===== config.mk =====
export PLATFORM = sky130hd
export DESIGN_NAME = vault_seq_flat
export DESIGN_NICKNAME = d
export VERILOG_FILES = /design/src/rtl/vault_seq_if.sv /design/src/rtl/vault_seq.sv /design/src/flat_wrapper.sv
export SDC_FILE = /design/constraint.sdc
export NUM_CORES = 1
export LEC_CHECK = 0
export BUFFER_PORTS_ARGS = -buffer_cell sky130_fd_sc_hd__buf_2
export CAP_MARGIN = 10
export CORE_MARGIN = 3
export CORE_UTILIZATION = 50
export DETAILED_ROUTE_END_ITERATION = 10
export PLACE_DENSITY = 0.71
export SLEW_MARGIN = 20
export SYNTH_ARGS = -nofsm -noshare
export SYNTH_HDL_FRONTEND = slang
export SYNTH_SLANG_ARGS = --single-unit

===== constraint.sdc =====
create_clock -name clk -period 2.56 [get_ports clk]
set_input_delay 0.512 -clock clk [delete_from_list [all_inputs] [get_ports clk]]
set_output_delay 0.512 -clock clk [all_outputs]
set_load 0.02 [all_outputs]

===== src/rtl/vault_seq_if.sv =====
// rtl/vault_seq_if.sv - request, CAM/engine handshake and status bundle for vault_seq
interface vault_seq_if #(
   parameter int ADDR_W = 4
);
   logic              go;
   logic              op;
   logic              match;
   logic [ADDR_W-1:0] match_addr;
   logic              enc_done;
   logic              dec_done;
   logic [ADDR_W:0]   boot_count;
   logic              start_enc;
   logic              start_dec;
   logic              cam_write_en;
   logic              flash_write_en;
   logic              src_sel;
   logic              key_sel;
   logic              out_load;
   logic [ADDR_W-1:0] address_out;
   logic [ADDR_W:0]   entry_count;
   logic              busy;
   logic              done;
   logic [1:0]        status;

   modport master (
      output go, op, match, match_addr, enc_done, dec_done, boot_count,
      input  start_enc, start_dec, cam_write_en, flash_write_en, src_sel, key_sel,
             out_load, address_out, entry_count, busy, done, status
   );

   modport slave (
      input  go, op, match, match_addr, enc_done, dec_done, boot_count,
      output start_enc, start_dec, cam_write_en, flash_write_en, src_sel, key_sel,
             out_load, address_out, entry_count, busy, done, status
   );
endinterface


===== src/rtl/vault_seq.sv =====
// rtl/vault_seq.sv - key vault sequencer: boot load, CAM lookup, dec/enc engines, store
module vault_seq #(
   parameter int ADDR_W = 4,
   parameter int DEPTH  = 16,
   parameter int TMO    = 255
) (
   input logic        clk,
   input logic        rst,
   vault_seq_if.slave bus
);
   localparam int              CW       = (TMO < 2) ? 1 : $clog2(TMO + 1);
   localparam logic [ADDR_W:0] DEPTH_C  = (ADDR_W + 1)'(DEPTH);
   localparam logic [CW-1:0]   TMO_LAST = CW'(TMO - 1);
   localparam logic [1:0]      ST_OK = 2'd0, ST_NOT_FOUND = 2'd1, ST_FULL = 2'd2, ST_TIMEOUT = 2'd3;

   typedef enum logic [3:0] {
      BOOT_RD, BOOT_WR, IDLE, CHECK, DEC_START, DEC_WAIT, ENC_START, ENC_WAIT, STORE, RESP
   } state_t;

   state_t            state_q, state_d;
   logic [ADDR_W:0]   idx_q, idx_d, idx_inc, lim_q, lim_eff, boot_clip;
   logic              lim_vld_q;
   logic [CW-1:0]     cnt_q, cnt_d;
   logic              tmo_hit;
   logic              op_q, op_d, add_q, add_d;
   logic [ADDR_W-1:0] addr_q, addr_d;
   logic [ADDR_W:0]   ec_q, ec_d;
   logic [1:0]        status_q, status_d;
   logic              key_q, key_d;
   logic              start_enc_q, start_enc_d, start_dec_q, start_dec_d;
   logic              cam_we_q, cam_we_d, flash_we_q, flash_we_d;
   logic              src_q, src_d, out_load_q, out_load_d, busy_q, busy_d, done_q, done_d;

   // boot_count is captured on the first cycle after reset release and held until the next reset
   assign boot_clip = (bus.boot_count > DEPTH_C) ? DEPTH_C : bus.boot_count;
   assign lim_eff   = lim_vld_q ? lim_q : boot_clip;
   assign idx_inc   = idx_q + (ADDR_W + 1)'(1);
   assign tmo_hit   = (cnt_q == TMO_LAST);

   // state register
   always_ff @(posedge clk or negedge rst) begin
      if (!rst) state_q <= BOOT_RD;
      else      state_q <= state_d;
   end

   // next-state decode; done pulses outrank the timeout in the same cycle
   always_comb begin
      state_d = state_q;
      case (state_q)
         BOOT_RD:   state_d = (idx_q == lim_eff) ? IDLE : BOOT_WR;
         BOOT_WR:   state_d = BOOT_RD;
         IDLE:      if (bus.go) state_d = CHECK;
         CHECK: begin
            if (bus.match)           state_d = DEC_START;
            else if (op_q)           state_d = RESP;
            else if (ec_q == DEPTH_C) state_d = RESP;
            else                     state_d = ENC_START;
         end
         DEC_START: state_d = DEC_WAIT;
         DEC_WAIT: begin
            if (bus.dec_done)  state_d = ENC_START;
            else if (tmo_hit)  state_d = RESP;
         end
         ENC_START: state_d = ENC_WAIT;
         ENC_WAIT: begin
            if (bus.enc_done)  state_d = add_q ? STORE : RESP;
            else if (tmo_hit)  state_d = RESP;
         end
         STORE:     state_d = RESP;
         RESP:      state_d = IDLE;
         default:   state_d = BOOT_RD;
      endcase
   end

   // next datapath values and next-cycle strobes, all keyed to the state being entered
   always_comb begin
      idx_d    = idx_q;
      cnt_d    = cnt_q;
      op_d     = op_q;
      add_d    = add_q;
      addr_d   = addr_q;
      ec_d     = ec_q;
      status_d = status_q;
      key_d    = key_q;
      case (state_q)
         BOOT_RD:   if (idx_q == lim_eff) ec_d = lim_eff;
         BOOT_WR: begin
            idx_d  = idx_inc;
            addr_d = idx_inc[ADDR_W-1:0];
         end
         IDLE: begin
            if (bus.go) begin
               op_d     = bus.op;
               add_d    = 1'b0;
               status_d = ST_OK;
            end
         end
         CHECK: begin
            if (bus.match)            addr_d   = bus.match_addr;
            else if (op_q)            status_d = ST_NOT_FOUND;
            else if (ec_q == DEPTH_C) status_d = ST_FULL;
            else begin
               addr_d = ec_q[ADDR_W-1:0];
               key_d  = 1'b0;
               add_d  = 1'b1;
            end
         end
         DEC_START, ENC_START: cnt_d = '0;
         DEC_WAIT: begin
            if (bus.dec_done)  key_d    = 1'b1;
            else if (tmo_hit)  status_d = ST_TIMEOUT;
            else               cnt_d    = cnt_q + CW'(1);
         end
         ENC_WAIT: begin
            if (bus.enc_done)  status_d = ST_OK;
            else if (tmo_hit)  status_d = ST_TIMEOUT;
            else               cnt_d    = cnt_q + CW'(1);
         end
         STORE: begin
            if (ec_q < DEPTH_C) ec_d = ec_q + (ADDR_W + 1)'(1);
            status_d = ST_OK;
         end
         default: ;
      endcase
      start_dec_d = (state_d == DEC_START);
      start_enc_d = (state_d == ENC_START);
      cam_we_d    = (state_d == BOOT_WR) || (state_d == STORE);
      flash_we_d  = (state_d == STORE);
      busy_d      = (state_d != BOOT_RD) && (state_d != BOOT_WR) && (state_d != IDLE);
      src_d       = busy_d;
      done_d      = (state_d == RESP);
      out_load_d  = (state_d == RESP) && (status_d == ST_OK);
   end

   // register datapath and every output so no input reaches a port combinationally
   always_ff @(posedge clk or negedge rst) begin
      if (!rst) begin
         idx_q <= '0; lim_q <= '0; lim_vld_q <= 1'b0; cnt_q <= '0;
         op_q <= 1'b0; add_q <= 1'b0; addr_q <= '0; ec_q <= '0;
         status_q <= ST_OK; key_q <= 1'b0;
         start_enc_q <= 1'b0; start_dec_q <= 1'b0; cam_we_q <= 1'b0; flash_we_q <= 1'b0;
         src_q <= 1'b0; out_load_q <= 1'b0; busy_q <= 1'b0; done_q <= 1'b0;
      end else begin
         idx_q <= idx_d; lim_q <= lim_eff; lim_vld_q <= 1'b1; cnt_q <= cnt_d;
         op_q <= op_d; add_q <= add_d; addr_q <= addr_d; ec_q <= ec_d;
         status_q <= status_d; key_q <= key_d;
         start_enc_q <= start_enc_d; start_dec_q <= start_dec_d;
         cam_we_q <= cam_we_d; flash_we_q <= flash_we_d;
         src_q <= src_d; out_load_q <= out_load_d; busy_q <= busy_d; done_q <= done_d;
      end
   end

   assign bus.start_enc      = start_enc_q;
   assign bus.start_dec      = start_dec_q;
   assign bus.cam_write_en   = cam_we_q;
   assign bus.flash_write_en = flash_we_q;
   assign bus.src_sel        = src_q;
   assign bus.key_sel        = key_q;
   assign bus.out_load       = out_load_q;
   assign bus.address_out    = addr_q;
   assign bus.entry_count    = ec_q;
   assign bus.busy           = busy_q;
   assign bus.done           = done_q;
   assign bus.status         = status_q;
endmodule


===== src/flat_wrapper.sv =====
// flat-port wrapper written by rule: the top's interface ports become plain ports
module vault_seq_flat 
#(
   parameter int ADDR_W = 4,
   parameter int DEPTH  = 16,
   parameter int TMO    = 255
)
  (clk, rst, bus_go, bus_op, bus_match, bus_match_addr, bus_enc_done, bus_dec_done, bus_boot_count, bus_start_enc, bus_start_dec, bus_cam_write_en, bus_flash_write_en, bus_src_sel, bus_key_sel, bus_out_load, bus_address_out, bus_entry_count, bus_busy, bus_done, bus_status);
  vault_seq_if #(.ADDR_W(ADDR_W)) bus_i ();
  input logic clk;
  input logic rst;
  input wire logic [$bits(bus_i.go)-1:0] bus_go;
  input wire logic [$bits(bus_i.op)-1:0] bus_op;
  input wire logic [$bits(bus_i.match)-1:0] bus_match;
  input wire logic [$bits(bus_i.match_addr)-1:0] bus_match_addr;
  input wire logic [$bits(bus_i.enc_done)-1:0] bus_enc_done;
  input wire logic [$bits(bus_i.dec_done)-1:0] bus_dec_done;
  input wire logic [$bits(bus_i.boot_count)-1:0] bus_boot_count;
  output wire logic [$bits(bus_i.start_enc)-1:0] bus_start_enc;
  output wire logic [$bits(bus_i.start_dec)-1:0] bus_start_dec;
  output wire logic [$bits(bus_i.cam_write_en)-1:0] bus_cam_write_en;
  output wire logic [$bits(bus_i.flash_write_en)-1:0] bus_flash_write_en;
  output wire logic [$bits(bus_i.src_sel)-1:0] bus_src_sel;
  output wire logic [$bits(bus_i.key_sel)-1:0] bus_key_sel;
  output wire logic [$bits(bus_i.out_load)-1:0] bus_out_load;
  output wire logic [$bits(bus_i.address_out)-1:0] bus_address_out;
  output wire logic [$bits(bus_i.entry_count)-1:0] bus_entry_count;
  output wire logic [$bits(bus_i.busy)-1:0] bus_busy;
  output wire logic [$bits(bus_i.done)-1:0] bus_done;
  output wire logic [$bits(bus_i.status)-1:0] bus_status;
  assign bus_i.go = bus_go;
  assign bus_i.op = bus_op;
  assign bus_i.match = bus_match;
  assign bus_i.match_addr = bus_match_addr;
  assign bus_i.enc_done = bus_enc_done;
  assign bus_i.dec_done = bus_dec_done;
  assign bus_i.boot_count = bus_boot_count;
  assign bus_start_enc = bus_i.start_enc;
  assign bus_start_dec = bus_i.start_dec;
  assign bus_cam_write_en = bus_i.cam_write_en;
  assign bus_flash_write_en = bus_i.flash_write_en;
  assign bus_src_sel = bus_i.src_sel;
  assign bus_key_sel = bus_i.key_sel;
  assign bus_out_load = bus_i.out_load;
  assign bus_address_out = bus_i.address_out;
  assign bus_entry_count = bus_i.entry_count;
  assign bus_busy = bus_i.busy;
  assign bus_done = bus_i.done;
  assign bus_status = bus_i.status;
  vault_seq #(.ADDR_W(ADDR_W), .DEPTH(DEPTH), .TMO(TMO)) u_core (.clk(clk), .rst(rst), .bus(bus_i));
endmodule

# After elaboration in Yosys (flattened, before gate mapping)
# Cells that the tools add are included.
dict set report classes {
  n_reduce_logical 19
  n_lt_le_gt_ge 2
  eq_ne 30
  n_mux 41
  add_sub_neg 3
}
# cell n
set op_table {}
lappend op_table {{$mux 4} 10}
lappend op_table {{$pmux 4 s9} 1}
lappend op_table {{$eq 4x3->1 const B} 6}
lappend op_table {{$mux 8} 3}
lappend op_table {{$pmux 8 s3} 1}
lappend op_table {{$mux 5} 4}
lappend op_table {{$eq 4x4->1 const B} 4}
lappend op_table {{$mux 2} 8}
lappend op_table {{$ne 2x2->1 const B} 7}
lappend op_table {{$add 5x1->5 const B} 2}
lappend op_table {{$pmux 2 s5} 1}
lappend op_table {{$pmux 5 s2} 1}
lappend op_table {{$reduce_and 5->1} 2}
lappend op_table {{$mux 1} 9}
lappend op_table {{$reduce_and 3->1} 3}
lappend op_table {{$add 8x1->8 const B} 1}
lappend op_table {{$eq 4x1->1 const B} 2}
lappend op_table {{$eq 4x2->1 const B} 2}
lappend op_table {{$eq 8x8->1 const B} 1}
lappend op_table {{$pmux 4 s2} 1}
lappend op_table {{$reduce_bool 2->1} 4}
lappend op_table {{$ne 3x3->1 const B} 2}
lappend op_table {{$eq 5x5->1} 1}
lappend op_table {{$eq 5x5->1 const B} 1}
lappend op_table {{14 further kinds} 18}
dict set report word_totals {
  regBits 44
  input_bits 16
  out_inout_bits 20
  wordCells 113
}

# Depth between registers and ports, before layout
# Gate-level depths: netlist (run 1).
dict set report depth {
  depth_word 9
  depth_mapped 8
  mapped_depth_nobuf 8
}

# Worst setup path before layout (run 1)
# Ideal clock, no wire load.
dict set report synth_path {
  path_type {register to register}
  start {reg u_core.ec_q[0] (netlist: u_core.bus.entry_count[0])}
  end {reg u_core.out_load_q (netlist: u_core.bus.out_load)}
  t_required_ns 2.420
  period_less_slack_ns 2.004
  n_path_buf 0
  setup_ns 0.140
  stages_incl_launch_ff 9
  setup_slack_ns 0.556
  arrival_ns 1.864
  cell_sequence {dfrtp_1 -> inv_1 -> ha_1 -> and4bb_2 -> or2_2 -> a21oi_1 -> o311a_1 -> a21boi_1 -> nor4_1}
}
dict set report synth_between {
  elab_chain_len 7
  word_cells_on_any_way 12
  classes_between {eq/ne: 2; mux: 8; reduce/logical: 2}
}
# item line
set synth_lines {}
lappend synth_lines {{start, declared} vault_seq.sv:27} ;# logic [ADDR_W:0] ec_q, ec_d;
lappend synth_lines {{start signal, assigned} vault_seq.sv:139} ;# op_q <= 1'b0; add_q <= 1'b0; addr_q <= '0; ec_q <= '0;
lappend synth_lines {{start signal, assigned} vault_seq.sv:145} ;# op_q <= op_d; add_q <= add_d; addr_q <= addr_d; ec_q <= ec_d;
lappend synth_lines {{$eq 5x5->1 (*)} {vault_seq.sv:56, vault_seq.sv:101}}
lappend synth_lines {{$mux 4 / $mux 2 (equally long branches)} {vault_seq.sv:56, vault_seq.sv:101}}
lappend synth_lines {{$mux 4 / $mux 2 (equally long branches)} {vault_seq.sv:55, vault_seq.sv:100}}
lappend synth_lines {{$mux 4 / $mux 2 (equally long branches)} {vault_seq.sv:54, vault_seq.sv:99}}
lappend synth_lines {{$pmux 4 s9 / $pmux 2 s5 (equally long branches)} {vault_seq.sv:49, vault_seq.sv:85}}
lappend synth_lines {{$eq 4x4->1 / $logic_not 2->1 (equally long branches)} vault_seq.sv:132} ;# out_load_d = (state_d == RESP) && (status_d == ST_OK);
lappend synth_lines {{$logic_and 1x1->1 (*)} vault_seq.sv:132}
lappend synth_lines {{via u_core.out_load_d} vault_seq.sv:32} ;# logic src_q, src_d, out_load_q, out_load_d, busy_q, busy_d, done_q, done_d;
lappend synth_lines {{end signal, assigned} vault_seq.sv:149} ;# src_q <= src_d; out_load_q <= out_load_d; busy_q <= busy_d; done_q <= done_d;
lappend synth_lines {{end, declared} vault_seq.sv:32}
# Mark *: on every way through the listed nets, which the timed path passes. The rest lies on a longest branch.
# A chain may end at the register's enable or synchronous reset.

# Worst setup path in the final report (run 1)
dict set report layout_path {
  start {reg u_core.ec_q[0] (netlist: u_core.bus.entry_count[0])}
  end {reg u_core.src_q (netlist: u_core.bus.src_sel)}
}
dict set report layout_between {
  elab_chain_len 8
  word_cells_on_any_way 10
  classes_between {eq/ne: 3; mux: 4; reduce/logical: 3}
}
# item line
set layout_lines {}
lappend layout_lines {{$eq 5x5->1 (*)} vault_seq.sv:56} ;# else if (ec_q == DEPTH_C) state_d = RESP;
lappend layout_lines {{$mux 4 (*)} vault_seq.sv:56}
lappend layout_lines {{$mux 4 (*)} vault_seq.sv:55} ;# else if (op_q) state_d = RESP;
lappend layout_lines {{$mux 4 (*)} vault_seq.sv:54} ;# if (bus.match) state_d = DEC_START;
lappend layout_lines {{$pmux 4 s9 (*)} vault_seq.sv:49} ;# case (state_q)
lappend layout_lines {{$ne 4x1->1 / $reduce_bool 4->1 (equally long branches)} vault_seq.sv:129} ;# busy_d = (state_d != BOOT_RD) && (state_d != BOOT_WR) && (state_d != IDLE);
lappend layout_lines {{$logic_and 1x1->1} vault_seq.sv:129}
lappend layout_lines {{$logic_and 1x1->1 (*)} vault_seq.sv:129}
lappend layout_lines {{via u_core.busy_d} vault_seq.sv:32}
lappend layout_lines {{end signal, assigned} vault_seq.sv:149}
lappend layout_lines {{end, declared} vault_seq.sv:32}
# Marks and branches as above.

==> reports/results.tsv, run 1 <==
metric	value	unit
status	completed	
startpoint	u_core.bus.entry_count[0]	
register_area	1100	um2
path_class	reg -> reg	
post_cts_buffers	0	
overflow	0	
io_pins	36	
wl_per_cell	14.5	um
power_density	992	nW/um2
period_share	85.0	%
multi_input_area	1180	um2
cp.arrival	2310	ps
cts_root_buf	clkbuf_8	
synth_edf_count	0	
antennaDiodeCount	0	
synthArstFlopShare	100	%
cts.repair.resized	0	
endpoint_kind	flop	
slew_headroom	60.6	%
cts.path.max_buffers	2	
via_count	1889	
start_util	53.1	%
start_kind	flop	
cts_sinks	44	
vdd_drop_max	470	uV
via_per_inst	5.51	
synth-seq-cells	44	
fin_area	2710	um2
clk_pin_slew	80	ps
grt_pass1_wl	8.24	mm
final_cells	343	
die_area	5610	um2
insertion_delay	280	ps
drv_cap	0	
rsz0062_at_grt	false	
leakagePower	1.31	nW
die_h	74.9	um
worstPathRequired	2690	ps
critPathSlowestCell	dfrtp_1	
finClkSkew	8.72	ps
fmax	0.460	GHz
hpwl	3.79	mm
avgSynthCellArea	9.50	um2
row_count	24	
fin_nets	311	
antenna_left	0	
worstPathMaxFanout	7	
yosysUniqueCellTypes	52	
setup_viol	0	
layout_commonest_cell	dfrtp_1	
fillCellCount	387	
synth-seq-area-share	46.4	%
finalWeightedCongestion	0.832	
htreeDepth	2	
hold_violations	0	
areaGrowthSynthToFinish	14.1	%
synth_nets	271	
place_area	2620	um2
die_x	74.9	um
min_period	2180	ps
yosysWarnings	0	
placed_cells	335	
path_cells	inv_1 -> ha_1 -> and4bb_2 -> or2_2 -> a21oi_1 -> a21boi_0 -> nand4_1	
drive_gt1_share	22.3	%
worstMarginPinSlew	591	ps
antenna_found_initial	0	
drc	0	
dr.pass1.iters	4	
grtUsageTotal	19.0	%
max_stage_delay	460	ps
finalSetupTns	0	ps
holdBufCountCts	0	
hold_path.class	in -> async	
grt_max_degree	29	
finalMaxSlewViolations	0	
io_buffer_count	35	
cts_tree	done	
numCtsBuffers	5	
grt_pass1_vias	1726	
syn_area	2370	um2
synth_cells	250	
fp.coreArea	4470	um2
routed_wirelength	4.97	mm
regToRegStartpoint	u_core.bus.entry_count[0]	
drt_iter0_markers	167	
synthFlopType	dfrtp_1	
final_cell_mix	dfrtp_1, buf_2, nand2_1, nor2_1	
==> metal layers <==
metal / global-route usage, % / vias up / wire length [um]
li1: - / 963 / -
met1: 28.8 / 858 / 2480
met2: 28.2 / 59 / 2110
met3: 3.34 / 9 / 296
met4: 4.74 / 0 / 80
met5: 0 / - / 0
==> kinds of logic (layout without fill, tap and decap cells) <==
logic type	count (synthesis)	count (layout)	share of synthesized area, %
AND/OR/NAND/NOR	107	107	24.4
AO/OA/AOI/OAI	50	50	13.4
flip-flops	44	44	46.4
buffers and inverters	21	62	4.06
XOR/XNOR	13	13	4.79
multiplexers	9	9	4.16
adder cells (fa/ha/maj)	5	5	2.63
other	1	1	0.158
==> worst paths after layout <==
check | end | slack, ps | cells past startpoint
max | u_core.bus.src_sel | 380 | 7
min | u_core.bus.status[0] | 120 | 1
max reg2reg | u_core.bus.src_sel | 380 | 7
min reg2reg | u_core.bus.address_out[2] | 480 | 2
max in group asynchronous | u_core.lim_q[3] | 1760 | 2
min in group clk | u_core.op_q | 460 | 2
==> per-stage QoR <==
step	setup slack, ps	hold slack (ps)	total power, mW	utilization [%]
2_1_floorplan	556	216	1.91	-
3_5_place_dp	411	446	2.26	58.5
6_report	385	123	2.69	60.6
5_1_grt	216	140	2.91	60.6
4_1_cts	416	130	2.71	60.6
3_3_place_gp	482	444	2.25	58.5
==> sequential cells by signal (all words and copies together), names as in the netlist, 2 cells and up <==
name	cells
u_core.cnt_q	8
u_core.bus.entry_count	5
u_core.idx_q	5
u_core.lim_q	5
u_core.bus.address_out	4
u_core.state_q	4
u_core.bus.status	2
==> final cells by class <==
class | count | area share, %
clock buffers | 7 | 3.19
flip-flops and latches | 44 | 40.6
inverters | 12 | 1.66
clock inverters | 1 | 0.277
well taps | 52 | 2.40
multi-input cells | 185 | 43.4
repair buffers | 42 | 8.40
==> synthesized netlist by cell type, types with 2 or more instances <==
cell | count | area share [%]
a211o_1 | 3 | 1.1
a21o_1 | 3 | 0.95
a21oi_1 | 14 | 3.0
a31oi_1 | 3 | 0.79
and2_1 | 2 | 0.53
and2_2 | 2 | 0.63
and3_1 | 4 | 1.1
and4_1 | 2 | 0.74
and4bb_2 | 2 | 1.1
buf_2 | 2 | 0.42
buf_4 | 2 | 0.63
clkbuf_1 | 4 | 0.63
dfrtp_1 | 44 | 46
ha_1 | 5 | 2.6
inv_1 | 12 | 1.9
mux2_2 | 4 | 1.9
mux2i_1 | 4 | 1.7
nand2_1 | 24 | 3.8
nand2b_1 | 8 | 2.1
nand3_1 | 11 | 2.3
nand4_1 | 4 | 1.1
nor2_1 | 20 | 3.2
nor3_1 | 7 | 1.5
nor3b_1 | 3 | 0.95
nor4_1 | 3 | 0.79
o211ai_1 | 3 | 0.95
o21ai_0 | 14 | 3.0
or2_2 | 2 | 0.53
or3_1 | 4 | 1.1
or3b_1 | 2 | 0.74
xnor2_1 | 7 | 2.6
xor2_1 | 6 | 2.2
==> where the power goes <==
part | total (mW) | internal (mW) | switching, mW | leakage, nW
Sequential | 1.16 | 0.899 | 0.257 | 0.559
Clock | 0.439 | 0.219 | 0.219 | 0.0445
Combinational | 1.09 | 0.455 | 0.640 | 0.706
==> critical path: cells and delay by family, from the launching register on <==
family / cells / cell delay [ps]
flip-flops: 1 / 460
AO/OA/AOI/OAI: 2 / 620
buffers and inverters: 1 / 70
adder cells (fa/ha/maj): 1 / 190
AND/OR/NAND/NOR: 3 / 690
Power figures use the tool's default switching activity.
==> run 2: changes to the inputs <==
--- a/config.mk
+++ b/config.mk
@@ -10,7 +10,7 @@
 export CORE_MARGIN = 3
 export CORE_UTILIZATION = 50
 export DETAILED_ROUTE_END_ITERATION = 10
-export PLACE_DENSITY = 0.71
+export PLACE_DENSITY = 0.74
 export SLEW_MARGIN = 20
 export SYNTH_ARGS = -nofsm -noshare
 export SYNTH_HDL_FRONTEND = slang
==> constraint.sdc (replaced) <==
create_clock -name clk -period 1.8 [get_ports clk]
set_input_delay 0.36 -clock clk [delete_from_list [all_inputs] [get_ports clk]]
set_output_delay 0.36 -clock clk [all_outputs]
set_load 0.02 [all_outputs]
==> run 2 against run 1 <==
Effect of this change: the flow now finishes with violations (negative setup slack); largest cell class unchanged; clock skew down 3.9 ps; via count is 13% higher; first-iteration DRC count down 13%; critical path type unchanged; largest power group is now combinational cells; cell area rose by 16%.
==> reports/results.tsv, run 2 (synthesis results as in run 1) <==
metric	value	unit
status	finished, violations left	
numCtsBuffers	5	
path_class	reg -> reg	
drive_gt1_share	36.7	%
die_area	5610	um2
total_power	4.61	mW
p_int	2.79	mW
grtUsageTotal	20.9	%
setup_viol	10	
final_cells	376	
start_util	53.1	%
min_from	bus_op	
overflow	0	
grt_max_degree	31	
finalSetupTns	-1230	ps
placed_cells	359	
cts_root_buf	clkbuf_8	
hold_violations	0	
io_buffer_count	35	
max_stage_delay	440	ps
row_count	24	
routed_wirelength	6.04	mm
worstPathMaxFanout	5	
post-place-ws	-145	ps
grt_pass1_vias	1890	
insertion_delay	300	ps
period_share	112	%
cts_sinks	44	
fin_area	3150	um2
dr.pass1.iters	5	
fin_nets	344	
cts_tree	done	
regToRegStartpoint	u_core.lim_vld_q	
critPathSlowestCell	dfrtp_1	
endpoint_kind	flop	
path_cells	and2_4 -> or3_4 -> a211o_1 -> or2_4 -> nor3_1 -> a211o_1	
hpwl	4.18	mm
drc	0	
finClkSkew	4.83	ps
cts.path.max_buffers	2	
htreeDepth	2	
fp.coreArea	4470	um2
finalWeightedCongestion	0.892	
holdPathStages	2	
clk_pin_slew	80	ps
worst_path_most_repeated_cell	a211o_1	
place_area	2820	um2
cp.arrival	2250	ps
finish.utilization	70.4	%
leakagePower	1.52	nW
crit_family	simple AND/OR/NAND/NOR gates	
wl_per_cell	16.1	um
largest-register	u_core.cnt_q	
violations	negative setup slack	
hold_path.class	in -> reg	
vdd_drop_max	851	uV
areaGrowthSynthToFinish	32.7	%
rsz0062_at_grt	true	
min_period	2010	ps
worstPathRequired	2040	ps
start_kind	flop	
finalMaxSlewViolations	0	
die_h	74.9	um
antennaDiodeCount	0	
final_cell_mix	dfrtp_1, buf_2, buf_4, nand2_1, nor2_1	
hold_end	u_core.op_q	
reg2reg_slack	-210	ps
pwr-share-comb	49.2	%
p_sw	1.82	mW
r2r-end	u_core.bus.entry_count[4]	
whs	316	ps
antenna_left	0	
via_count	2138	
rr_worst_depth	6	
clkPwrFrac	17.6	%
antenna_found_initial	0	
p_seq_share	33.2	%
cp.buffers_inverters	0	
fmax	0.498	GHz
io_pins	36	
via_per_inst	5.69	
grt_pass1_wl	8.78	mm
drt_iter0_markers	146	
layout_commonest_cell	dfrtp_1	
setup_slack	-209	ps
largest_register_ffs	8	
swShare	39.5	%
die_x	74.9	um
power_density	1460	nW/um2
drv_cap	0	
-- run 2: cell types whose count changed in the layout (fill, tap and decap cells not counted), sizes merged --
cell | previous run | this run
clkinvlp | 1 | 0
dlygate4sd3 | 0 | 1
bufinv | 0 | 1
buf | 42 | 74
-- run 2: what timing repair did --
item                                    CTS  global route
resized for setup                         9            17
hold buffers                              1             0
endpoints found under the hold margin    14             0
setup buffers                             6             3
endpoints found under the setup margin   10            16
pin swaps                                 6             1
-- run 2: worst max path at each step --
stage                                start                   endpoint  slack [ps]  cells after the start
after floorplan           u_core.lim_vld_q  u_core.bus.entry_count[4]         -30                      5
after global placement    u_core.lim_vld_q  u_core.bus.entry_count[4]        -100                      5
after detailed placement  u_core.lim_vld_q  u_core.bus.entry_count[4]        -140                      5
after CTS                 u_core.lim_vld_q  u_core.bus.entry_count[4]        -120                      5
after global routing      u_core.lim_vld_q  u_core.bus.entry_count[4]        -230                      6
final                     u_core.lim_vld_q  u_core.bus.entry_count[4]        -210                      6
-- run 2: metal layers --
metal / share of wire [%] / track usage [%] / vias up
li1: - / - / 1026
met1: 46 / 29.1 / 1019
met2: 47 / 32.0 / 78
met3: 5.1 / 4.27 / 15
met4: 2.0 / 7.91 / 0
met5: 0 / 0 / -
-- run 2: cell type report --
type | instances | area [um2]
inverters | 12 | 45.0
flip-flops and latches | 44 | 1100
well taps | 52 | 65.1
repair buffers | 75 | 502
clock buffers | 7 | 96.3
multi-input cells | 185 | 1310
fillers | 314 | 1320
clock inverters | 1 | 30.0
-- run 2: power by group through the flow --
stage | logic (mW) | clock network (mW) | registers, mW
final | 2.27 | 0.811 | 1.53
after CTS | 2.13 | 0.829 | 1.51
after global placement | 2.00 | 0 | 1.52
after floorplan | 1.02 | 0 | 1.72
after global routing | 2.44 | 0.870 | 1.57
after detailed placement | 2.05 | 0 | 1.53
==> run 3: changes to the inputs <==
--- a/config.mk
+++ b/config.mk
@@ -7,10 +7,11 @@
 export LEC_CHECK = 0
 export BUFFER_PORTS_ARGS = -buffer_cell sky130_fd_sc_hd__buf_2
 export CAP_MARGIN = 10
-export CORE_MARGIN = 3
+export CORE_MARGIN = 5
 export CORE_UTILIZATION = 50
+export CTS_BUF_LIST = sky130_fd_sc_hd__clkbuf_16
 export DETAILED_ROUTE_END_ITERATION = 10
-export PLACE_DENSITY = 0.74
+export PLACE_DENSITY = 0.82
 export SLEW_MARGIN = 20
 export SYNTH_ARGS = -nofsm -noshare
 export SYNTH_HDL_FRONTEND = slang
==> run 3 against run 2 <==
Effect of this change: the flow still finishes with violations (negative setup slack); sequential power barely moved; worst hold slack got worse by 270 ps; worst setup slack improved by 96 ps; sequential share of layout area rose by 0.16 points; via count rose by 2.5%; combinational power rose by 2%; critical path depth fell by 1.
==> reports/results.tsv, run 3 (synthesis results as in run 1) <==
metric	value	unit
grt_max_degree	25	
worstPathRequired	1970	ps
rsz0062_at_grt	true	
finalMaxSlewViolations	0	
cts.path.max_buffers	2	
vdd_drop_max	775	uV
drt_iter0_markers	157	
crit_family	simple AND/OR/NAND/NOR gates	
antenna_found_initial	0	
die_area	6230	um2
whs	46.6	ps
clk_pin_slew	60	ps
max_stage_delay	450	ps
fmax	0.523	GHz
final_cell_mix	dfrtp_1, buf_4, buf_2, nand2_1, nor2_1	
period_share	106	%
insertion_delay	290	ps
die_x	78.9	um
violations	negative setup slack	
multi_input_area	1260	um2
largest-register	u_core.cnt_q	
drive_gt1_share	37.8	%
setup_viol	9	
register_area	1110	um2
layout_commonest_cell	dfrtp_1	
status	finished, violations left	
cp.buffers_inverters	0	
finClkSkew	4.66	ps
min_period	1910	ps
worst_path_most_repeated_cell	a211o_1	
final_cells	379	
grt_pass1_wl	10.5	mm
start_kind	flop	
fin_nets	345	
cts_root_buf	clkbuf_16	
start_util	51.0	%
finalWeightedCongestion	0.872	
largest_register_ffs	8	
hpwl	4.40	mm
endpoint_kind	flop	
globalRouteMet1Util	27.1	%
numCtsBuffers	5	
antenna_left	0	
placed_cells	363	
fillCellCount	331	
total_power	4.87	mW
grt_pass1_vias	2197	
path_cells	and2_4 -> or3_4 -> a211o_1 -> or2_4 -> a211o_1	
holdBufCountCts	0	
worstMarginPinSlew	526	ps
hold_path.class	in -> async	
areaGrowthSynthToFinish	32.5	%
power_density	1550	nW/um2
via_count	2191	
via_per_inst	5.78	
hold_violations	0	
path_class	reg -> reg	
grt_util_met3	6.01	%
setup_slack	-113	ps
htreeDepth	2	
worstPathMaxFanout	8	
io_pins	36	
row_count	25	
cp.arrival	2090	ps
finalSetupTns	-395	ps
overflow	0	
drc	0	
cts_tree	done	
cts_sinks	44	
grtUsageMet2	35.1	%
leakagePower	1.53	nW
io_buffer_count	35	
grtUsageTotal	21.7	%
slew_headroom	64.9	%
fp.coreArea	4660	um2
critPathSlowestCell	dfrtp_2	
antennaDiodeCount	0	
die_h	78.9	um
wl_per_cell	16.8	um
routed_wirelength	6.37	mm
dr.pass1.iters	4	
drv_cap	0	
grt_busiest_layer	met2	
run 3: final timing paths:
path	from	cells after the start	end	slack, ps
worst max-delay path	u_core.lim_vld_q	5	u_core.bus.entry_count[4]	-110
worst min-delay path	rst	1	u_core.bus.key_sel	50
worst max register to register	u_core.lim_vld_q	5	u_core.bus.entry_count[4]	-110
worst min register to register	u_core.bus.address_out[3]	2	u_core.bus.address_out[3]	470
max in group asynchronous	rst	2	u_core.state_q[3]	1110
min in group clk	bus_op	2	u_core.op_q	310
run 3: worst reg2reg max path, stage by stage, from the launching register on:
cell	delay, ps
dfrtp_2	450
and2_4	160
or3_4	360
a211o_1	290
or2_4	260
a211o_1	290
run 3: through the flow:
step | setup WS [ps] | instance area [um2] | utilization [%]
after floorplan | -25.7 | 2390 | -
after global placement | -135 | 2830 | 60.7
after detailed placement | -194 | 2830 | 60.7
after CTS | -136 | 3080 | 66.1
after global routing | -175 | 3150 | 67.5
final | -113 | 3150 | 67.5
run 3: routing by layer:
layer	up-vias	share of wire, %
met2	90	48
met1	1061	42
li1	1024	-
met3	16	7.2
met4	0	2.5
met5	-	0
run 3: timing repair:
| item | CTS | global route |
|---|---|---|
| gates resized for setup | 14 | 15 |
| setup endpoints to repair | 11 | 19 |
| hold endpoints to repair | 0 | 0 |
| pin swaps | 8 | 6 |
| setup buffers | 5 | 3 |
run 3: where the power goes:
part           internal [mW]  leakage [nW]  switching [mW]
combinational           1.05         0.892            1.27
clock                  0.646        0.0850           0.359
sequential              1.29         0.553           0.252
run 3: layout make-up:
cell class              count  area share (%)
clock buffers               5            3.98
clock inverters             3            1.23
inverters                  12            1.43
multi-input cells         185            40.2
flip-flops and latches     44            35.2
well taps                  54            2.15
repair buffers             76            15.8
